$ cat config.mk
export PLATFORM = sky130hd
export DESIGN_NAME = line_scan_controller
export DESIGN_NICKNAME = d
export VERILOG_FILES = /design/src/rtl/camera_pkg.sv /design/src/rtl/pixel_skid_buffer.sv /design/src/rtl/line_scan_controller.sv
export SDC_FILE = /design/constraint.sdc
export NUM_CORES = 1
export LEC_CHECK = 0
export ABC_CLOCK_PERIOD_IN_PS = 3120
export CORE_ASPECT_RATIO = 0.6
export CORE_MARGIN = 2
export CORE_UTILIZATION = 54
export DETAILED_ROUTE_END_ITERATION = 8
export GPL_ROUTABILITY_DRIVEN = 0
export PLACE_DENSITY = 0.79
export SYNTH_ARGS = -nofsm -noshare
export SYNTH_HDL_FRONTEND = slang
export SYNTH_SLANG_ARGS = --single-unit
$ cat constraint.sdc
create_clock -name CLK -period 3.12 [get_ports CLK]
set_input_delay 0.624 -clock CLK [delete_from_list [all_inputs] [get_ports CLK]]
set_output_delay 0.624 -clock CLK [all_outputs]
set_load 0.01 [all_outputs]
$ cat src/rtl/camera_pkg.sv
// Shared types and helpers for the camera line-scan datapath.
package camera_pkg;

    typedef enum logic [2:0] {
        IDLE,
        WAIT_LINE,
        READ,
        DRAIN,
        RELEASE
    } scan_state_t;

    // Tag fields are sized generously; controllers narrow them to their own widths.
    localparam int TAG_LINE_W = 16;
    localparam int TAG_COL_W  = 16;

    typedef struct packed {
        logic [TAG_LINE_W-1:0] line;
        logic [TAG_COL_W-1:0]  col;
        logic                  last_col;
        logic                  last_line;
    } pix_tag_t;

    // Bits needed to index 'count' items, never less than one.
    function automatic int index_width(input int count);
        return (count > 1) ? $clog2(count) : 1;
    endfunction

endpackage

$ cat src/rtl/pixel_skid_buffer.sv
// Two-entry valid/ready buffer; occupancy is exported so the producer can
// run a credit scheme instead of watching a ready signal.
module pixel_skid_buffer #(
    parameter int WIDTH = 8
) (
    input  logic             clk,
    input  logic             rst_n,
    input  logic             in_valid,
    input  logic [WIDTH-1:0] in_data,
    output logic             out_valid,
    input  logic             out_ready,
    output logic [WIDTH-1:0] out_data,
    output logic [1:0]       occupancy
);

    logic [WIDTH-1:0] head_q;
    logic [WIDTH-1:0] tail_q;
    logic [1:0]       count_q;
    logic             pop;
    logic             push;

    assign pop  = out_valid && out_ready;
    assign push = in_valid && ((count_q != 2'd2) || pop);

    // Shift-style FIFO: the head register always holds the oldest entry.
    always_ff @(posedge clk or negedge rst_n) begin
        if (!rst_n) begin
            head_q  <= '0;
            tail_q  <= '0;
            count_q <= 2'd0;
        end else begin
            case ({push, pop})
                2'b10: begin
                    if (count_q == 2'd0) head_q <= in_data;
                    else                 tail_q <= in_data;
                    count_q <= count_q + 2'd1;
                end
                2'b01: begin
                    head_q  <= tail_q;
                    count_q <= count_q - 2'd1;
                end
                2'b11: begin
                    if (count_q == 2'd2) begin
                        head_q <= tail_q;
                        tail_q <= in_data;
                    end else begin
                        head_q <= in_data;
                    end
                end
                default: ;
            endcase
        end
    end

    assign out_valid = (count_q != 2'd0);
    assign out_data  = head_q;
    assign occupancy = count_q;

endmodule

$ cat src/rtl/line_scan_controller.sv
// Steps line_buffer through the frame, reads each captured line column by
// column and streams the pixels out over a valid/ready handshake.
module line_scan_controller
    import camera_pkg::*;
#(
    parameter int NUM_LINES   = 3,
    parameter int NUM_COLUMNS = 2,
    parameter int FIRST_LINE  = 0,
    parameter int LINE_STEP   = 1,
    parameter int DATA_W      = 8,
    localparam int LINE_W     = index_width(NUM_LINES),
    localparam int COL_W      = index_width(NUM_COLUMNS)
) (
    input  logic              CLK,
    input  logic              RESET_N,
    input  logic              ENABLE,
    input  logic              WHOLE_LINE_READY_FLAG,
    input  logic [DATA_W-1:0] BUF_DATA,
    output logic [LINE_W-1:0] INTERESTING_LINE,
    output logic [COL_W-1:0]  READ_ADDRESS,
    output logic              RESET_READY_FLAG,
    output logic [DATA_W-1:0] PIX_DATA,
    output logic [LINE_W-1:0] PIX_LINE,
    output logic [COL_W-1:0]  PIX_COLUMN,
    output logic              PIX_LAST_COL,
    output logic              PIX_LAST_LINE,
    output logic              PIX_VALID,
    input  logic              PIX_READY,
    output logic              BUSY
);

    localparam int TAG_BITS = $bits(pix_tag_t);
    localparam logic [COL_W-1:0] COL_LAST = COL_W'(NUM_COLUMNS - 1);

    scan_state_t       state_q, state_d;
    logic [LINE_W-1:0] line_q;
    logic [COL_W-1:0]  col_q;
    logic              rd_pending_q;
    pix_tag_t          rd_tag_q;
    logic              qualify_q;

    logic              issue;
    logic              credit;
    logic [1:0]        pipe_fill;
    logic [LINE_W:0]   line_sum;
    logic              line_wraps;
    logic [LINE_W-1:0] line_next;

    logic [1:0]                 skid_occ;
    logic                       skid_valid;
    logic                       skid_pop;
    logic [DATA_W+TAG_BITS-1:0] skid_head;
    pix_tag_t                   head_tag;
    logic                       unused_tag_bits;

    // Next line is formed one bit wider so the wrap test cannot overflow.
    assign line_sum   = {1'b0, line_q} + (LINE_W+1)'(LINE_STEP);
    assign line_wraps = (line_sum >= (LINE_W+1)'(NUM_LINES));
    assign line_next  = line_wraps ? LINE_W'(FIRST_LINE) : line_sum[LINE_W-1:0];

    // Entries still owed to the skid once this cycle's pop has left; a read
    // issued now lands in the skid two edges later.
    assign skid_pop  = skid_valid && PIX_READY;
    assign pipe_fill = skid_occ - {1'b0, skid_pop} + {1'b0, rd_pending_q};
    assign credit    = (pipe_fill < 2'd2);

    // Scan state register.
    always_ff @(posedge CLK or negedge RESET_N) begin
        if (!RESET_N) state_q <= IDLE;
        else          state_q <= state_d;
    end

    // Next-state decode and read issue.
    always_comb begin
        state_d = state_q;
        issue   = 1'b0;
        case (state_q)
            IDLE: begin
                if (ENABLE) state_d = WAIT_LINE;
            end
            WAIT_LINE: begin
                if (!ENABLE)                                   state_d = IDLE;
                else if (WHOLE_LINE_READY_FLAG && !qualify_q)  state_d = READ;
            end
            READ: begin
                issue = credit;
                if (credit && (col_q == COL_LAST)) state_d = DRAIN;
            end
            DRAIN: begin
                if ((skid_occ == 2'd0) && !rd_pending_q) state_d = RELEASE;
            end
            RELEASE: begin
                state_d = ENABLE ? WAIT_LINE : IDLE;
            end
            default: state_d = IDLE;
        endcase
    end

    // Line/column counters, in-flight read tracking and the stale-flag guard.
    always_ff @(posedge CLK or negedge RESET_N) begin
        if (!RESET_N) begin
            line_q       <= LINE_W'(FIRST_LINE);
            col_q        <= '0;
            rd_pending_q <= 1'b0;
            rd_tag_q     <= '0;
            qualify_q    <= 1'b0;
        end else begin
            rd_pending_q <= issue;
            qualify_q    <= (state_q == RELEASE);
            if (issue) begin
                rd_tag_q.line      <= TAG_LINE_W'(line_q);
                rd_tag_q.col       <= TAG_COL_W'(col_q);
                rd_tag_q.last_col  <= (col_q == COL_LAST);
                rd_tag_q.last_line <= line_wraps;
            end
            if (state_q == WAIT_LINE)  col_q <= '0;
            else if (issue)            col_q <= (col_q == COL_LAST) ? '0 : col_q + COL_W'(1);
            if (state_q == RELEASE)    line_q <= line_next;
        end
    end

    pixel_skid_buffer #(
        .WIDTH (DATA_W + TAG_BITS)
    ) u_skid (
        .clk       (CLK),
        .rst_n     (RESET_N),
        .in_valid  (rd_pending_q),
        .in_data   ({BUF_DATA, rd_tag_q}),
        .out_valid (skid_valid),
        .out_ready (PIX_READY),
        .out_data  (skid_head),
        .occupancy (skid_occ)
    );

    assign head_tag        = pix_tag_t'(skid_head[TAG_BITS-1:0]);
    assign unused_tag_bits = ^{head_tag.line[TAG_LINE_W-1:LINE_W], head_tag.col[TAG_COL_W-1:COL_W]};

    assign PIX_VALID        = skid_valid;
    assign PIX_DATA         = skid_head[DATA_W+TAG_BITS-1:TAG_BITS];
    assign PIX_LINE         = head_tag.line[LINE_W-1:0];
    assign PIX_COLUMN       = head_tag.col[COL_W-1:0];
    assign PIX_LAST_COL     = head_tag.last_col;
    assign PIX_LAST_LINE    = head_tag.last_line;
    assign INTERESTING_LINE = line_q;
    assign READ_ADDRESS     = col_q;
    assign RESET_READY_FLAG = (state_q == RELEASE);
    assign BUSY             = (state_q != IDLE);

endmodule

==> key figures, run 1 <==
Timing
  • Final Max Tran Viols: 0
  • Slew headroom: around 45%
  • Fin crit period: about 2.5 ns
  • FMAX: 0.3983 GHz
  • Setup-failing EPs final: 0
  • Setup TNS: 0 ns
  • Worst Skew: 0.003372 ns
  • RSZ-0062 raised after global routing: false
  • Worst-Margin Slew: 0.8260 ns
  • Hold Vio Cnt, Final: 0
  • Final Cycle Share: between 80% and 90%

Critical path
  • CP Capture Type: output pin
  • Startpoint types: register
  • Max incr delay on CP: 0.64 ns
  • Crit path buf inv count: 1
  • Worst Path Arrival: 1.89 ns
  • Worst path slowest cell: clkdlybuf4s50_1
  • Critical path peak fanout: 9
  • Crit Path Class: reg2out
  • CP Cell Sequence: nor3b_1 -> clkdlybuf4s50_1
  • Worst EP required: 2.50 ns
  • Crit path max-delay family: buffers and inverters

Logic synthesis
  • Combinational family with the most area after synthesis: simple AND/OR/NAND/NOR gates
  • EDFF count, synth: 0
  • Xor and xnor area share after synthesis: 1.065%
  • Syn Nets: 159
  • Synth top area cells: dfrtp_1 (58%), mux2_2 (12%), nor2_1 (6.6%)
  • Largest area contributor in the netlist: dfrtp_1
  • Ys Warns: 0
  • Synth Area in Simple Gates: roughly 16%
  • Mux cell area share after synthesis: a little over an eighth
  • Synth async-reset ratio: 100.0%
  • Yosys top cell area share: 57.79%
  • Cell Area, Synth: ~1600 um2
  • Syn Inst Count: 145
  • Compound-cell area share of the yosys netlist: 8.213%
  • Most common cell in the netlist: dfrtp_1
  • Adder-cell share of the synthesized area: less than 1%
  • Ys flop type: dfrtp_1
  • Netlist cell types: 27
  • Mean post-synth cell area: 11.35 um2
  • Yosys reg bits: 38
  • Synth top cells by count: dfrtp_1 (38), nor2_1 (29), mux2_2 (18), o22ai_1 (12), nor2b_1 (7)
  • Register area share after synthesis: 57.79%

Pwr
  • Leakage: around 0.9 nW
  • Pwr/cell area: 995.1 nW/um2
  • Worst VDD drop: 0.5359 mV

Die
  • DIE WIDTH: about 75 um
  • Vertical die dimension: 46.76 um
  • Num rows: 15
  • Die Area: between 3000 and 4000 um2
  • Core area: 2890 um2
  • Starting Density: a little under three fifths
  • I/O pin count: 32

Drt
  • Final wirelength: 3418 um
  • DR DRC count: 0
  • Initial DRC count: 63
  • Via density: 5.400
  • WL/cell: ~16 um
  • DR pass1 iterations: 4
  • Antenna-violating nets left: 0
  • Vias: 1,188

Layout
  • Final net count: 192
  • Synth-to-Final Area Change: 25.32%
  • ANT cells: 0
  • Share of cells above drive strength 1: 16.29%
  • Fin util: 71.34%

Outcome
  • Status: finished clean

Global route
  • M1 GR Usage: 31.60%
  • Met2 Track Usage GR: 34.56%
  • Gr busiest metal: met2
  • Vias in the first global route: roughly 1,200
  • GR Util met3: 5.150%
  • Grt total ovfl: 0
  • Largest net degree at the start of global routing: 39
  • Initial antenna violation count: 0
  • All-Layer GR Usage: about 23%
  • First-pass GRT wire length: 5630 um

Clocking
  • Clock slew at reported path FFs: about 0.070 ns
  • H-tree depth: 2
  • CTS sink count: 38
  • CTS tree: built
  • Root buffer cell: clkbuf_8
  • Worst-Skew Late Latency: 0.29 ns
  • Hold_buf cts: 0
  • # Post-CTS Setup Buffers: 0
  • Inserted Clock Buffers: 5
  • CTS resizes: 0
  • Max clock buf depth: 2

Place
  • Final HPWL DP: 2407 um
  • PortBufs: 31

Flow run
  • Max-cap violations: 0

Min path
  • Hold WC Path Type: in2async
[power by group]
group | internal (mW) | switching, mW | leakage (nW)
clock network | 0.150 | 0.165 | 0.0438
logic | 0.462 | 0.390 | 0.399
registers | 0.708 | 0.177 | 0.477
[final timing paths]
| kind | slack, ns | cells past startpoint | startpoint | end |
|---|---|---|---|---|
| max in group asynchronous | 2.17 | 1 | RESET_N | u_skid.tail_q[39] |
| hold reg to reg | 0.52 | 1 | u_skid.tail_q[19] | u_skid.tail_q[19] |
| hold / removal | 0.43 | 1 | RESET_N | state_q[0] |
| setup reg to reg | 1.00 | 7 | u_skid.occupancy[1] | rd_tag_q[0] |
| min in group CLK | 0.52 | 1 | u_skid.tail_q[19] | u_skid.tail_q[19] |
| setup / recovery | 0.61 | 2 | state_q[0] | RESET_READY_FLAG |
[registers in the layout (all words and copies together), names as in the netlist]
| signal | flops |
|---|---|
| READ_ADDRESS | 1 |
| state_q | 3 |
| u_skid.out_data | 12 |
| INTERESTING_LINE | 2 |
| rd_pending_q | 1 |
| rd_tag_q | 4 |
| u_skid.occupancy | 2 |
| qualify_q | 1 |
| u_skid.tail_q | 12 |
[cell families after synthesis]
| logic type | Yosys count |
|---|---|
| AND/OR/NAND/NOR | 52 |
| flip-flops | 38 |
| AO/OA/AOI/OAI | 22 |
| multiplexers | 20 |
| buffers and inverters | 10 |
| XOR/XNOR | 2 |
| adder cells (fa/ha/maj) | 1 |
[layout by cell type, fill, tap and decap left out]
cell,synthesis,routed
mux2_2,18,18
clkdlybuf4s50_1,0,30
nand2_1,4,4
clkinv_2,0,2
mux2i_1,2,2
nor2_1,29,29
buf_4,1,2
inv_1,3,3
o22ai_1,12,12
ha_1,1,1
buf_2,4,1
and3b_1,1,1
o21ai_0,4,4
nand2b_1,3,3
a211oi_1,1,1
clkbuf_8,0,5
or3_1,1,1
dfrtp_1,38,38
xnor2_1,2,2
a21oi_1,3,3
and2_1,1,1
nand4b_1,1,1
nor3_4,1,1
nor2b_1,7,7
o31a_1,1,1
a211o_1,1,1
and2b_1,1,1
nor3b_1,2,2
nor3_1,1,1
[stage by stage]
step	total power [mW]	hold WS (ns)	cells	worst slack, ns	area, um2
2_1_floorplan	1.347	0.3284	145	1.156	1645
3_3_place_gp	1.678	0.4868	213	0.5592	1983
3_5_place_dp	1.742	0.5007	213	0.4958	1983
4_1_cts	2.060	0.4582	220	0.5837	2062
5_1_grt	2.195	0.4988	220	0.4574	2062
6_report	2.052	0.4327	220	0.6093	2062
[layout make-up]
cell class / count / area (um2)
Clock buffer: 5 / 68.82
Clock inverter: 2 / 10.01
Fill cell: 216 / 828.3
Inverter: 3 / 11.26
Multi-Input combinational cell: 97 / 648.1
Sequential cell: 38 / 950.9
Tap cell: 42 / 52.55
Timing Repair Buffer: 33 / 320.3
[per-layer routing]
| layer | vias up | part of all wire, % | routed length [um] |
|---|---|---|---|
| li1 | 564 | - | - |
| met1 | 587 | 49 | 1665 |
| met2 | 31 | 45 | 1549 |
| met3 | 6 | 4.4 | 150 |
| met4 | 0 | 1.5 | 52 |
| met5 | - | 0 | 0 |
(Power assumes the default switching activity.)
==> run 2, diff against run 1 <==
Settings changed: ABC_CLOCK_PERIOD_IN_PS 3120 to 2500, CORE_UTILIZATION 54 to 50, PLACE_DENSITY 0.79 to 0.73.
Clock period 3.12 ns to 2.5 ns, I/O delays scaled along.
==> run 2 against run 1 <==
Global-route usage shrank 3.8 points. Combinational power up 23%. Critical endpoint unchanged. Largest power group unchanged. Worst hold slack worse by 0.13 ns. Count of clock-buffer cells in the layout rose by 2. Final cell count is 3.2% higher. Register-to-register slack got worse by 0.61 ns. Clock skew up 0.0029 ns. Power grew 25%. Largest cell class unchanged.
==> key figures, run 2 (synthesis results as in run 1) <==
Outcome
  • Status: finished clean

Clocking
  • Max clock buf depth: 2
  • CTS sink count: 38
  • Worst-Skew Late Latency: between 0.2 and 0.3 ns
  • Hold_buf cts: 0
  • H-tree depth: 2
  • CTS resizes: 0
  • Inserted Clock Buffers: 5
  • Root buffer cell: clkbuf_8
  • # Post-CTS Setup Buffers: 0
  • Clock slew at reported path FFs: 0.07 ns
  • CTS tree: built

Timing
  • RSZ-0062 raised after global routing: false
  • Final Max Tran Viols: 0
  • Setup-failing EPs final: 0
  • Final Cycle Share: 87.23%
  • Worst-Margin Slew: 0.8260 ns
  • Worst Skew: 0.006255 ns
  • PnR worst setup slack: 0.3192 ns
  • Setup TNS: 0 ns
  • Hold Vio Cnt, Final: 0
  • Slew headroom: between 40 and 50%
  • FMAX: 0.4586 GHz
  • Fin crit period: around 2.2 ns

Die
  • Die Area: around 3800 um2
  • I/O pin count: 32
  • DIE WIDTH: 78.06 um
  • Vertical die dimension: 48.44 um
  • Num rows: 16
  • Starting Density: 51.37%
  • Core area: 3203 um2

Critical path
  • CP Capture Type: output pin
  • Startpoint types: register
  • R2R Path Start: u_skid.occupancy[1]
  • Critical path peak fanout: 9
  • Crit Path Class: reg2out
  • R2R depth: 7
  • Register-to-register setup slack: 0.39 ns
  • R2r endpoint: rd_tag_q[18]
  • Worst EP required: 2.00 ns
  • Worst Path Arrival: 1.68 ns

Flow run
  • Max-cap violations: 0

Layout
  • Footprint of the multi-input gates: between 600 and 700 um2
  • ANT cells: 0
  • Register area: 950.9 um2
  • FILL cells: 249
  • Synth-to-Final Area Change: 28.44%
  • Most frequent cells in the layout: dfrtp_1 (38), clkdlybuf4s50_1 (30), nor2_1 (29)
  • Final net count: 195
  • Share of cells above drive strength 1: between 15 and 20%
  • Commonest non-fill, non-tap cell in the layout: dfrtp_1

Place
  • PortBufs: 31
  • Post-placement setup slack: 0.1026 ns
  • Final HPWL DP: 2240 um

Pwr
  • Worst VDD drop: 0.6146 mV
  • Pwr/cell area: 1217 nW/um2
  • Leakage: 0.9453 nW

Global route
  • All-Layer GR Usage: 18.73%
  • First-pass GRT wire length: ~5400 um
  • Vias in the first global route: 1,195
  • Grt total ovfl: 0
  • Initial antenna violation count: 0
  • Largest net degree at the start of global routing: 39

Min path
  • Hold WC Path Type: in2async

Drt
  • Final wirelength: 3255 um
  • DR pass1 iterations: 4
  • WL/cell: around 14 um
  • Antenna-violating nets left: 0
  • Via density: between 5 and 6
  • DR DRC count: 0
  • Vias: 1,199
  • Initial DRC count: 44
[run 2: report_power, final]
part	switching, mW	internal, mW	total, mW
Sequential	0.210	0.883	1.09
Clock	0.203	0.222	0.425
Combinational	0.468	0.584	1.05
Total	0.882	1.69	2.57
[run 2: layout make-up]
class | instances | share of cell area (%)
clock buffers | 7 | 4.085
inverters | 3 | 0.5329
repair buffers | 36 | 16.81
multi-input cells | 97 | 30.67
clock inverters | 1 | 0.2368
well taps | 45 | 2.664
flip-flops and latches | 38 | 45.00
[run 2: worst max-delay path, stage by stage, from the launching register on]
cell and delay (ns):
dfrtp_1 0.48, nor3b_1 0.22, buf_4 0.16, clkdlybuf4s50_1 0.53
[run 2: how the worst max path moves through the flow]
stage                              startpoint  slack [ns]                to  depth (start not counted)
after detailed placement            PIX_READY        0.10      rd_tag_q[19]                          7
after CTS                          state_q[0]        0.32  RESET_READY_FLAG                          3
after floorplan           u_skid.occupancy[1]        0.54       rd_tag_q[0]                          8
final                              state_q[0]        0.32  RESET_READY_FLAG                          3
after global routing      u_skid.occupancy[1]        0.23       rd_tag_q[0]                          7
after global placement              PIX_READY        0.12      rd_tag_q[18]                          7
[run 2: through the flow]
step           total power, mW  hold WS [ns]  instances  area (um2)  util, %
2_1_floorplan            1.681        0.2044        145        1645        -
3_3_place_gp             2.099        0.4865        219        2022    63.13
3_5_place_dp             2.163        0.4980        219        2022    63.13
4_1_cts                  2.599        0.3303        227        2113    65.98
5_1_grt                  2.757        0.3737        227        2113    65.98
6_report                 2.571        0.3036        227        2113    65.98
[run 2: metal layers]
metal | part of all wire, % | track usage, % | vias up
li1 | - | - | 570
met1 | 46 | 23.10 | 589
met2 | 48 | 32.61 | 34
met3 | 4.5 | 5.224 | 6
met4 | 1.2 | 5.263 | 0
met5 | 0 | 0 | -
==> edit 1, RTL diff (flow settings as in run 2) <==
Set the parameter `NUM_COLUMNS` to 4 (it was 2).
--- a/src/rtl/line_scan_controller.sv
+++ b/src/rtl/line_scan_controller.sv
@@ -5,5 +5,5 @@
 #(
     parameter int NUM_LINES   = 3,
-    parameter int NUM_COLUMNS = 2,
+    parameter int NUM_COLUMNS = 4,
     parameter int FIRST_LINE  = 0,
     parameter int LINE_STEP   = 1,
Interface: changed (resized PIX_COLUMN and READ_ADDRESS); port bits go from 32 to 34. The function was not compared with the original's and may differ.
==> edit 1 against run 2 <==
- final area increased by 20%
- synthesized cell count increased by 18%
- routed wire length increased by 13%
- first-iteration DRC count increased by 140%
- largest cell class unchanged
- sequential cell count increased by 7
- setup slack got worse by 0.037 ns
- largest power group unchanged
- hold slack got worse by 0.087 ns
- via count increased by 16%
- cell count increased by 13%
- total power increased by 20%
- area after synthesis increased by 24%
- global-route usage decreased by 0.59 points
- die area increased by 22%
==> edit 1: results (changes against run 2) <==
status=completed (unchanged); number of global-route vias before repair=1380 (was 1195); mux contribution to synthesized area=18.43% (was 13.54%); WP data arrival=2.39 ns (was 1.68 ns); comb_multi_in=113 (was 97); Reg2Reg Depth=6 (was 7); XOR/XNOR Fraction of Synth Area=1.229% (was 1.065%); Area contributors post-synth=dfrtp_1 (55%), mux2_2 (11%), mux2i_1 (7.4%) (was dfrtp_1 (58%), mux2_2 (12%), nor2_1 (6.6%)); Non-Filler Instances=257 (was 227); Mean Syn Cell Area=11.91 sq um (was 11.35 sq um); slew margin rel.=58.66% (was 44.94%); commonest cells in the netlist=dfrtp_1 (45), mux2_2 (20), nor2_1 (19) (was dfrtp_1 (38), nor2_1 (29), mux2_2 (18)); I/O Buffers=33 (was 31); Mapped Nets=186 (was 159); main combinational cell family by area after synthesis=multiplexers (was simple AND/OR/NAND/NOR gates); post-synthesis cell type count=34 (was 27); sequential share of power=41.3% (was 42.5%); multi-input logic portion of the cell area=32.83% (was 30.67%); leakage power=1.119 nW (was 0.9453 nW); CP max FO=8 (was 9); hpwl dp=2.644 mm (was 2.240 mm); Placed Cells=249 (was 219); layout cell share with drive strength beyond 1=18.57% (was 17.58%); critical path's largest stage delay=0.48 ns (was 0.53 ns); sequential area share after synthesis=55.28% (was 57.79%); GR Util All Layers=18.14% (was 18.73%); Mapped Cells=171 (was 145); Synth Area in Compound Gates=9.214% (was 8.213%); first-pass GRT wire length=6.237 mm (was 5.423 mm); delay-heaviest family, CP=simple AND/OR/NAND/NOR gates (was buffers and inverters); final clock skew=0.005903 ns (was 0.006255 ns); 1st-iter DRT viols=105 (was 44); fillers=271 (was 249); Sequential Area=1126 sq um (was 950.9 sq um); Post-DP Area=2426 sq um (was 2022 sq um)
[edit 1: power groups by stage]
stage	Combinational (W)	Clock, W	Sequential (W)
2_1_floorplan	0.000759	0	0.00126
3_3_place_gp	0.00121	0	0.00126
3_5_place_dp	0.00125	0	0.00128
4_1_cts	0.00126	0.000573	0.00127
5_1_grt	0.00139	0.000613	0.00132
6_report	0.00125	0.000563	0.00127
[edit 1: layer usage]
layer / vias up / GRT usage [%] / part of all wire [%]
met5: - / 0 / 0
li1: 674 / - / -
met4: 0 / 5.729 / 0
met3: 0 / 4.680 / 4.1
met2: 30 / 29.23 / 46
met1: 681 / 24.30 / 50
[edit 1: worst reg2reg max path, delay by kind of cell, from the launching register on]
kind | cells | cell delay [ns]
AO/OA/AOI/OAI | 1 | 0.25
XOR/XNOR | 2 | 0.36
adder cells (fa/ha/maj) | 1 | 0.21
flip-flops | 1 | 0.49
multiplexers | 1 | 0.38
AND/OR/NAND/NOR | 1 | 0.36
[edit 1: path summary, 6_finish.rpt]
| path | start | to | slack [ns] |
|---|---|---|---|
| max | PIX_READY | rd_tag_q[2] | 0.28 |
| min | RESET_N | INTERESTING_LINE[1] | 0.22 |
| max reg2reg | u_skid.occupancy[1] | rd_tag_q[2] | 0.35 |
| min reg2reg | u_skid.tail_q[34] | u_skid.tail_q[34] | 0.51 |
| max in group asynchronous | RESET_N | u_skid.out_data[19] | 1.70 |
| min in group CLK | u_skid.tail_q[34] | u_skid.tail_q[34] | 0.51 |
[edit 1: metrics by stage]
step,total power (W),hold slack [ns]
after detailed placement,0.002538,0.4933
after global routing,0.003321,0.2397
after floorplan,0.002016,0.2044
after CTS,0.003103,0.2292
final,0.003085,0.2164
after global placement,0.002474,0.4857
==> edit 2, RTL diff (flow settings as in run 2) <==
Without the edit above. Encoding of `scan_state_t`: now one-hot (5 bits for 5 states).
--- a/src/rtl/camera_pkg.sv
+++ b/src/rtl/camera_pkg.sv
@@ -2,10 +2,10 @@
 package camera_pkg;
 
-    typedef enum logic [2:0] {
-        IDLE,
-        WAIT_LINE,
-        READ,
-        DRAIN,
-        RELEASE
+    typedef enum logic [4:0] {
+        IDLE      = 5'b00001,
+        WAIT_LINE = 5'b00010,
+        READ      = 5'b00100,
+        DRAIN     = 5'b01000,
+        RELEASE   = 5'b10000
     } scan_state_t;
 
Behaviour: no difference found for any inputs over 10 cycles, from zero or initial values and one cycle with RESET_N low; not proved beyond that.
==> edit 2 against run 2 <==
- total power fell by 17%
- global-route usage is 0.29 points higher
- area after synthesis is 14% higher
- routed wire length up 14%
- sequential share of layout area down 2.4 points
- final area is 11% higher
- sequential cell count is 2 higher
- setup slack got worse by 0.15 ns
==> edit 2: results (changes against run 2) <==
status=completed (unchanged); hpwl dp=2.575 mm (was 2.240 mm); Wirelength per Cell=15.27 microns (was 14.34 microns); synthesized flop and latch total=40 (was 38); sequential area share after synthesis=53.26% (was 57.79%); Synth Area in Compound Gates=7.646% (was 8.213%); Mapped Nets=179 (was 159); number of global-route vias before repair=1310 (was 1195); Reg2Reg Setup Slack=0.48 ns (was 0.39 ns); commonest cells in the netlist=dfrtp_1 (39), a21oi_1 (19), nor2_1 (19) (was dfrtp_1 (38), nor2_1 (29), mux2_2 (18)); hold slack=0.3253 ns (was 0.3036 ns); wirelength, routed=3.726 mm (was 3.255 mm); Placed Cells=237 (was 219); first-pass GRT wire length=6.210 mm (was 5.423 mm); fraction of area in registers=42.61% (was 45.00%); mux contribution to synthesized area=20.35% (was 13.54%); final clock skew=0.01202 ns (was 0.006255 ns); layout net count=211 (was 195); CP Launch Point=state_q[2] (was state_q[0]); 1st-iter DRT viols=67 (was 44); adder-cell share of the synthesized area=0.6649% (was 0.7605%); vias per cell=5.311 (was 5.282); IR Drop Worst-Case VDD=0.5655 mV (was 0.6146 mV); slew margin rel.=40.97% (was 44.94%); comb_multi_in=111 (was 97); fillers=278 (was 249); XOR/XNOR Fraction of Synth Area=0.9309% (was 1.065%); CP max FO=6 (was 9); Area contributors post-synth=dfrtp_1 (52%), mux2_2 (8.4%), mux2i_1 (8.0%) (was dfrtp_1 (58%), mux2_2 (12%), nor2_1 (6.6%)); layout cell share with drive strength beyond 1=18.78% (was 17.58%); Net Sw Power=0.0006053 W (was 0.0008819 W); footprint of the multi-input gates=819.5 sq um (was 648.1 sq um); GR Util All Layers=19.02% (was 18.73%); post-synthesis cell type count=32 (was 27)
[edit 2: cell count changes in the layout (fill, tap and decap cells not counted), moves of 2 or more]
| cell | delta |
|---|---|
| nor3b_1 | -2 |
| mux2_2 | -4 |
| bufinv_16 | +2 |
| nor2_1 | -10 |
| inv_1 | +3 |
| nand4_1 | +2 |
| mux2_4 | +5 |
| nand3_1 | +5 |
| o21ai_0 | -2 |
| o22ai_1 | -12 |
| a21oi_1 | +16 |
| mux2i_1 | +13 |
| buf_4 | -2 |
[edit 2: kinds of logic (layout without fill, tap and decap cells)]
kind of cell / Yosys count / after routing
simple gates: 48 / 48
flops: 40 / 40
mux: 34 / 34
compound gates: 26 / 26
buf+inv: 14 / 46
xor+xnor: 2 / 2
fa+ha+maj: 1 / 1
[edit 2: through the flow]
step | power (W) | setup slack (ns) | instance area [sq um]
3_3_place_gp | 0.001511 | 0.2374 | 2218
6_report | 0.002144 | 0.1723 | 2352
3_5_place_dp | 0.001546 | 0.1712 | 2218
2_1_floorplan | 0.001201 | 0.5846 | 1882
5_1_grt | 0.002261 | 0.1083 | 2352
4_1_cts | 0.002162 | 0.05235 | 2347
[edit 2: what timing repair did]
| action | in CTS | in global routing |
|---|---|---|
| hold endpoints to repair | 0 | 0 |
| setup endpoints to repair | 0 | 1 |
| resized for setup | 0 | 1 |
[edit 2: per-layer routing]
| layer | share of wire [%] | wire length, microns | GRT usage [%] | up-vias |
|---|---|---|---|---|
| li1 | - | - | - | 627 |
| met1 | 47 | 1764 | 23.36 | 637 |
| met2 | 48 | 1780 | 31.85 | 25 |
| met3 | 3.3 | 124 | 5.238 | 7 |
| met4 | 1.5 | 57 | 9.290 | 0 |
| met5 | 0 | 0 | 0 | - |
[edit 2: final timing paths]
path                                           to  depth (start not counted)
max in group asynchronous       u_skid.tail_q[41]                          1
worst min register to register  u_skid.tail_q[36]                          1
worst max register to register       READ_ADDRESS                          7
worst min-delay path                  rd_tag_q[1]                          1
worst max-delay path             RESET_READY_FLAG                          3
min in group CLK                u_skid.tail_q[36]                          1
[edit 2: power groups by stage]
stage | clock network (W) | registers [W] | logic [W]
final | 0.000606 | 0.000890 | 0.000648
after global routing | 0.000646 | 0.000908 | 0.000707
after CTS | 0.000623 | 0.000888 | 0.000651
after detailed placement | 0 | 0.000898 | 0.000648
after global placement | 0 | 0.000886 | 0.000625
after floorplan | 0 | 0.000930 | 0.000270
[edit 2: critical path, cell delays in order, from the launching register on]
cell and delay [ns]:
dfrtp_1 0.45, nor3_2 0.26, and3_2 0.28, clkdlybuf4s50_1 0.55
